**config.mk**
```make
export PLATFORM = sky130hd
export DESIGN_NAME = mem_load_align
export DESIGN_NICKNAME = d
export VERILOG_FILES = /design/src/rtl/mem_load_align.sv
export SDC_FILE = /design/constraint.sdc
export NUM_CORES = 1
export LEC_CHECK = 0
export ABC_CLOCK_PERIOD_IN_PS = 8700
export BUFFER_PORTS_ARGS = -buffer_cell sky130_fd_sc_hd__buf_2
export CAP_MARGIN = 20
export CORE_UTILIZATION = 35
export DETAILED_ROUTE_END_ITERATION = 10
export GPL_TIMING_DRIVEN = 0
export PLACE_DENSITY = 0.66
export SLEW_MARGIN = 10
export SYNTH_ARGS = -nofsm -noshare
export SYNTH_HDL_FRONTEND = slang
export SYNTH_SLANG_ARGS = --single-unit
```
**constraint.sdc**
```tcl
create_clock -name clk -period 8.7 [get_ports clk]
set_input_delay 1.305 -clock clk [delete_from_list [all_inputs] [get_ports clk]]
set_output_delay 1.305 -clock clk [all_outputs]
set_load 0.02 [all_outputs]
```
**src/rtl/mem_load_align.sv**
```systemverilog
// mem_load_align: sequential big-endian load-alignment unit (LB/LBU/LH/LHU/LW/LWL/LWR)
// sitting between the MEM stage and an Avalon-MM read master port.
// Optional feature: define MISALIGN_SPLIT_EN to execute misaligned LW/LH/LHU, splitting
// them into two bus beats when they cross a beat boundary; otherwise they return rsp_err.
module mem_load_align #(
  parameter int BUS_BYTES  = 4,
  parameter int ADDR_WIDTH = 32
) (
  input  logic                   clk,
  input  logic                   reset_n,
  input  logic                   req_valid,
  output logic                   req_ready,
  input  logic [2:0]             req_op,
  input  logic [ADDR_WIDTH-1:0]  req_addr,
  input  logic [31:0]            req_rt,
  output logic                   rsp_valid,
  output logic [31:0]            rsp_data,
  output logic                   rsp_err,
  output logic [ADDR_WIDTH-1:0]  avm_address,
  output logic                   avm_read,
  output logic [BUS_BYTES-1:0]   avm_byteenable,
  input  logic [8*BUS_BYTES-1:0] avm_readdata,
  input  logic                   avm_waitrequest
);

  localparam int OFFW = $clog2(BUS_BYTES);
  localparam int BW   = 8 * BUS_BYTES;

  typedef enum logic [1:0] {IDLE, READ0, READ1, RESP} state_t;

  state_t                  state_reg, state_next;
  logic [2:0]              op_reg;
  logic [ADDR_WIDTH-1:0]   addr_reg;
  logic [31:0]             rt_reg;
  logic                    split_reg;
  logic [BW-1:0]           beat0_reg, beat1_reg;

  logic                    req_err, req_split;
  logic                    accept, capture0, capture1;
  logic [ADDR_WIDTH-1:0]   beat_addr;
  logic [BW-1:0]           beat0_cur, beat1_cur;
  logic [7:0]              mem_bytes [2*BUS_BYTES];
  logic [OFFW:0]           off, wbase;
  logic [7:0]              m [4];
  logic [7:0]              w [4];
  logic [31:0]             result;

  // Classify the incoming request: fault conditions and whether it spans two beats
  always_comb begin
    req_err   = (req_op == 3'b111);
    req_split = 1'b0;
`ifdef MISALIGN_SPLIT_EN
    // LH/LHU cross only from the last byte of a beat; LW from any of the last three
    if (req_op[1:0] == 2'b01)
      req_split = (req_addr[OFFW-1:0] == OFFW'(BUS_BYTES - 1));
    else if (req_op == 3'b011)
      req_split = (req_addr[OFFW-1:0] > OFFW'(BUS_BYTES - 4));
`else
    if ((req_op[1:0] == 2'b01) && req_addr[0])
      req_err = 1'b1;
    if ((req_op == 3'b011) && (req_addr[1:0] != 2'b00))
      req_err = 1'b1;
`endif
  end

  assign beat_addr = {addr_reg[ADDR_WIDTH-1:OFFW], {OFFW{1'b0}}};

  // State register; reset abandons any access in flight
  always_ff @(posedge clk or negedge reset_n) begin
    if (!reset_n) state_reg <= IDLE;
    else          state_reg <= state_next;
  end

  // Next-state logic and bus/handshake outputs
  always_comb begin
    state_next     = state_reg;
    req_ready      = 1'b0;
    rsp_valid      = 1'b0;
    avm_read       = 1'b0;
    avm_address    = '0;
    avm_byteenable = '0;
    accept         = 1'b0;
    capture0       = 1'b0;
    capture1       = 1'b0;
    case (state_reg)
      IDLE: begin
        req_ready = 1'b1;
        if (req_valid) begin
          accept     = 1'b1;
          state_next = req_err ? RESP : READ0;
        end
      end
      READ0: begin
        avm_read       = 1'b1;
        avm_address    = beat_addr;
        avm_byteenable = '1;
        if (!avm_waitrequest) begin
          capture0   = 1'b1;
          state_next = split_reg ? READ1 : RESP;
        end
      end
      READ1: begin
        avm_read       = 1'b1;
        avm_address    = beat_addr + ADDR_WIDTH'(BUS_BYTES);
        avm_byteenable = '1;
        if (!avm_waitrequest) begin
          capture1   = 1'b1;
          state_next = RESP;
        end
      end
      RESP: begin
        rsp_valid  = 1'b1;
        state_next = IDLE;
      end
      default: state_next = IDLE;
    endcase
  end

  // Forward the beat being captured so the result can be registered in the same edge
  assign beat0_cur = capture0 ? avm_readdata : beat0_reg;
  assign beat1_cur = capture1 ? avm_readdata : beat1_reg;

  // Flatten both beats into a byte stream in ascending address order (big-endian lanes)
  genvar gi;
  generate
    for (gi = 0; gi < BUS_BYTES; gi++) begin : g_bytes
      assign mem_bytes[gi]             = beat0_cur[BW-1-8*gi -: 8];
      assign mem_bytes[BUS_BYTES + gi] = beat1_cur[BW-1-8*gi -: 8];
    end
  endgenerate

  assign off   = {1'b0, addr_reg[OFFW-1:0]};
  assign wbase = off & ~((OFFW+1)'(3));

  // Extract, extend or merge the addressed bytes into the register write value
  always_comb begin
    result = '0;
    for (int k = 0; k < 4; k++) begin
      m[k] = mem_bytes[off + (OFFW+1)'(k)];
      w[k] = mem_bytes[wbase + (OFFW+1)'(k)];
    end
    case (op_reg)
      3'b000: result = {{24{m[0][7]}}, m[0]};
      3'b100: result = {24'h0, m[0]};
      3'b001: result = {{16{m[0][7]}}, m[0], m[1]};
      3'b101: result = {16'h0, m[0], m[1]};
      3'b011: result = {m[0], m[1], m[2], m[3]};
      3'b010: begin
        case (addr_reg[1:0])
          2'd0:    result = {w[0], w[1], w[2], w[3]};
          2'd1:    result = {w[1], w[2], w[3], rt_reg[7:0]};
          2'd2:    result = {w[2], w[3], rt_reg[15:0]};
          default: result = {w[3], rt_reg[23:0]};
        endcase
      end
      3'b110: begin
        case (addr_reg[1:0])
          2'd0:    result = {rt_reg[31:8], w[0]};
          2'd1:    result = {rt_reg[31:16], w[0], w[1]};
          2'd2:    result = {rt_reg[31:24], w[0], w[1], w[2]};
          default: result = {w[0], w[1], w[2], w[3]};
        endcase
      end
      default: result = '0;
    endcase
  end

  // Request latch, beat capture and held response registers
  always_ff @(posedge clk or negedge reset_n) begin
    if (!reset_n) begin
      op_reg    <= '0;
      addr_reg  <= '0;
      rt_reg    <= '0;
      split_reg <= 1'b0;
      beat0_reg <= '0;
      beat1_reg <= '0;
      rsp_data  <= '0;
      rsp_err   <= 1'b0;
    end else begin
      if (accept) begin
        op_reg    <= req_op;
        addr_reg  <= req_addr;
        rt_reg    <= req_rt;
        split_reg <= req_split;
        if (req_err) begin
          rsp_data <= '0;
          rsp_err  <= 1'b1;
        end
      end
      if (capture0) beat0_reg <= avm_readdata;
      if (capture1) beat1_reg <= avm_readdata;
      if ((capture0 && !split_reg) || capture1) begin
        rsp_data <= result;
        rsp_err  <= 1'b0;
      end
    end
  end

endmodule

```
==> results.cfg <==
[outcome]
status = complete, no violations

[synth]
synth_area_leaders = dfrtp_1, mux2_2, mux2i_1
netlist-cell-type-count = 75
ys_seq_area_share_pct = 37.4
synth_area_um2 = 11100
syn_avg_cell_area_um2 = 9.86
synth_enable_flop_cells = 0
netlist.area_leader.share_pct = 37.4
synthArstFlopShare_pct = 100
synthCells = 1127
ys_warn_count = 0
ys_ff_latch = 166
synth_flop_cell = dfrtp_1
yosys.area.top_type = dfrtp_1

[final_layout]
area_delta_synth_final_pct = 17.7
drive_gt1_share_pct = 28.4
nets = 1437
final_cell_count_no_fill = 1732
final_area_um2 = 13100
fin_util_pct = 42.3

[clock_tree]
cts_num_sinks = 166
cts_resized = 0
path_clk_slew_ns = 0.08
hold_buffers = 0
cts_buffers = 17
insertion_delay_ns = 0.46
htree_levels = 4
clock_path_buffers = 2
cts_tree = yes
postCtsSetupRepairBufs = 0
clock-root-buffer = clkbuf_16

[power_and_ir_drop]
irDropWorstVdd_uv = 331
power_density_nw_per_um2 = 454
leakagePower_nw = 5.77

[floorplan]
die_area_um2 = 32500
pin_count = 175
start_util_pct = 36.0
rows = 64
fp.coreArea_um2 = 30900
die_h_um = 180
die_x_um = 180

[drt]
drc = 0
drtIter0Drc = 1284
routed_wl_um = 44200
viasPerCell = 6.23
vias = 10800
ant_nets = 0
wl_per_cell_um = 25.5
drtPass1Iterations = 8

[critical_path]
cp_data_arrival_time_ns = 4.86
crit_required_ns = 9.00
path_max_fanout = 12
worstReg2RegStart = addr_reg[0]
critPathBufInv = 6
reg2reg_slack_ns = 4.15
critPathCaptureType = register
crit_path_start_kind = register
cp_common_cell = buf_2
cp_top_family = buffers and inverters
crit_slowest_cell = a2111oi_0
startpoint = addr_reg[0]
critPathMaxStageDelay_ns = 0.84
worstSetupPathType = reg2reg
worstPathCellList = buf_2 > inv_1 > buf_2 > buf_2 > ha_1 > clkbuf_1 > nor2b_1 > nand2_1 > clkbuf_1 > o22ai_1 > a2111oi_0 > o21ai_0

[grt]
grt_max_degree = 105
grt-ovfl-total = 0
grt_pass1_wl_um = 66400
grt_usage_pct = 27.2
antenna_found_initial = 3
grt_pass1_vias = 10600

[sta]
tightest_slew_ns = 1.02
period_needed_ns = 4.55
fmax_ghz = 0.220
fin_crit_sh_pct = 52.3
timing.setup.tns_ns = 0
finClkSkew_ns = 0.0160
rsz0062_at_grt = no
final-hold-violation-count = 0
maxSlewViolCount = 0
setup-violations-final = 0
slew_headroom_pct = 30.1

[placement]
hpwl_um = 33700
place_area_um2 = 12500
numPortBuffers = 172
dp.cells = 1698
gp_congestion = 1.01

[job]
maxCapViolations = 0

[hold_path]
holdCritStartpoint = rsp_data[30]
hp-class = reg2reg
[final cells by class]
type	instances	area [um2]
antenna	2	5.00
clock inverter	14	119
fill	3071	17800
inverter	60	225
sequential	166	4150
timing repair buffer	174	903
buffer	91	449
tap	396	495
clock buffer	18	429
multi-input combinational	811	6290
[through the flow]
stage / total power, mW / setup slack (ns) / hold slack, ns
after global placement: 5.06 / 3.70 / 0.483
after detailed placement: 5.09 / 4.31 / 0.479
after floorplan: 3.84 / 4.92 / 0.465
after CTS: 5.84 / 3.92 / 0.497
final: 5.94 / 4.15 / 0.496
after global routing: 6.22 / 4.00 / 0.530
[report_power, final]
group	switching [mW]	total [mW]	internal, mW	leakage (nW)
Combinational	2.33	3.72	1.38	3.50
Sequential	0.337	1.48	1.15	2.01
Clock	0.364	0.737	0.373	0.258
Total	3.03	5.94	2.90	5.77
[worst register-to-register path, stage by stage, from the launching register on]
cell and delay (ns):
dfrtp_1 0.48, buf_2 0.34, inv_1 0.22, buf_2 0.28
buf_2 0.28, ha_1 0.24, clkbuf_1 0.27, nor2b_1 0.25
nand2_1 0.26, clkbuf_1 0.64, o22ai_1 0.17, a2111oi_0 0.84
o21ai_0 0.16
[placed cells by master (no fill, tap or decap), types with 5 or more instances in the layout]
master,count
nand3b_1,5
clkbuf_1,59
clkbuf_16,17
o21ai_0,43
mux4_2,27
buf_4,6
a22o_1,6
ha_1,13
mux2_2,104
inv_1,57
nor2_1,81
a311oi_1,6
and3_1,5
a221oi_1,29
o22ai_1,29
o221ai_1,7
a221o_1,5
buf_2,183
nand3_1,24
nor2b_1,10
a211o_1,5
a21oi_1,50
nand2b_1,15
or4_1,6
a22oi_1,24
dfrtp_1,166
a211oi_1,5
buf_1,10
a222oi_1,13
nand2_1,88
a21o_1,7
nand4_1,14
mux2i_1,65
or3_1,5
a2111oi_0,13
nor3_1,24
o211ai_1,10
[cells by family after synthesis]
kind of cell | count (synthesis) | share of synthesized area (%)
adders and majority gates | 13 | 1.46
and+or+nand+nor | 307 | 13.6
DFF | 166 | 37.4
muxes | 201 | 22.9
AOI/OAI and AO/OA | 288 | 18.5
other | 1 | 0.0337
buffers and inverters | 151 | 6.07
[synthesized netlist by cell type (all sizes together), types with 4 or more instances]
library cell	number
a2111oi	13
a211o	5
a211oi	5
a21o	7
a21oi	50
a221o	5
a221oi	29
a222oi	13
a22o	6
a22oi	24
a311oi	6
a32oi	4
a41oi	4
and3	5
and3b	6
buf	33
clkbuf	58
dfrtp	166
ha	13
inv	57
mux2	104
mux2i	69
mux4	28
nand2	88
nand2b	15
nand3	24
nand3b	5
nand4	14
nor2	81
nor2b	11
nor3	24
nor4	4
o211ai	10
o21ai	45
o221ai	7
o22ai	29
or2	4
or3	5
or4	6
[layer usage]
metal	global-route usage, %	vias up	share of wire [%]
met5	0	-	0.057
li1	-	4668	-
met2	43.6	685	46
met1	35.1	5312	39
met3	5.90	121	10
met4	12.5	4	4.3
[worst paths after layout]
kind	cells after the start	end
worst max-delay path	12	rsp_data[15]
worst min-delay path	2	rsp_data[30]
worst max register to register	12	rsp_data[15]
worst min register to register	2	rsp_data[30]
max in group asynchronous	2	rt_reg[0]
min in group asynchronous	1	beat1_reg[11]
No activity file was read; power rests on OpenSTA's default activity.
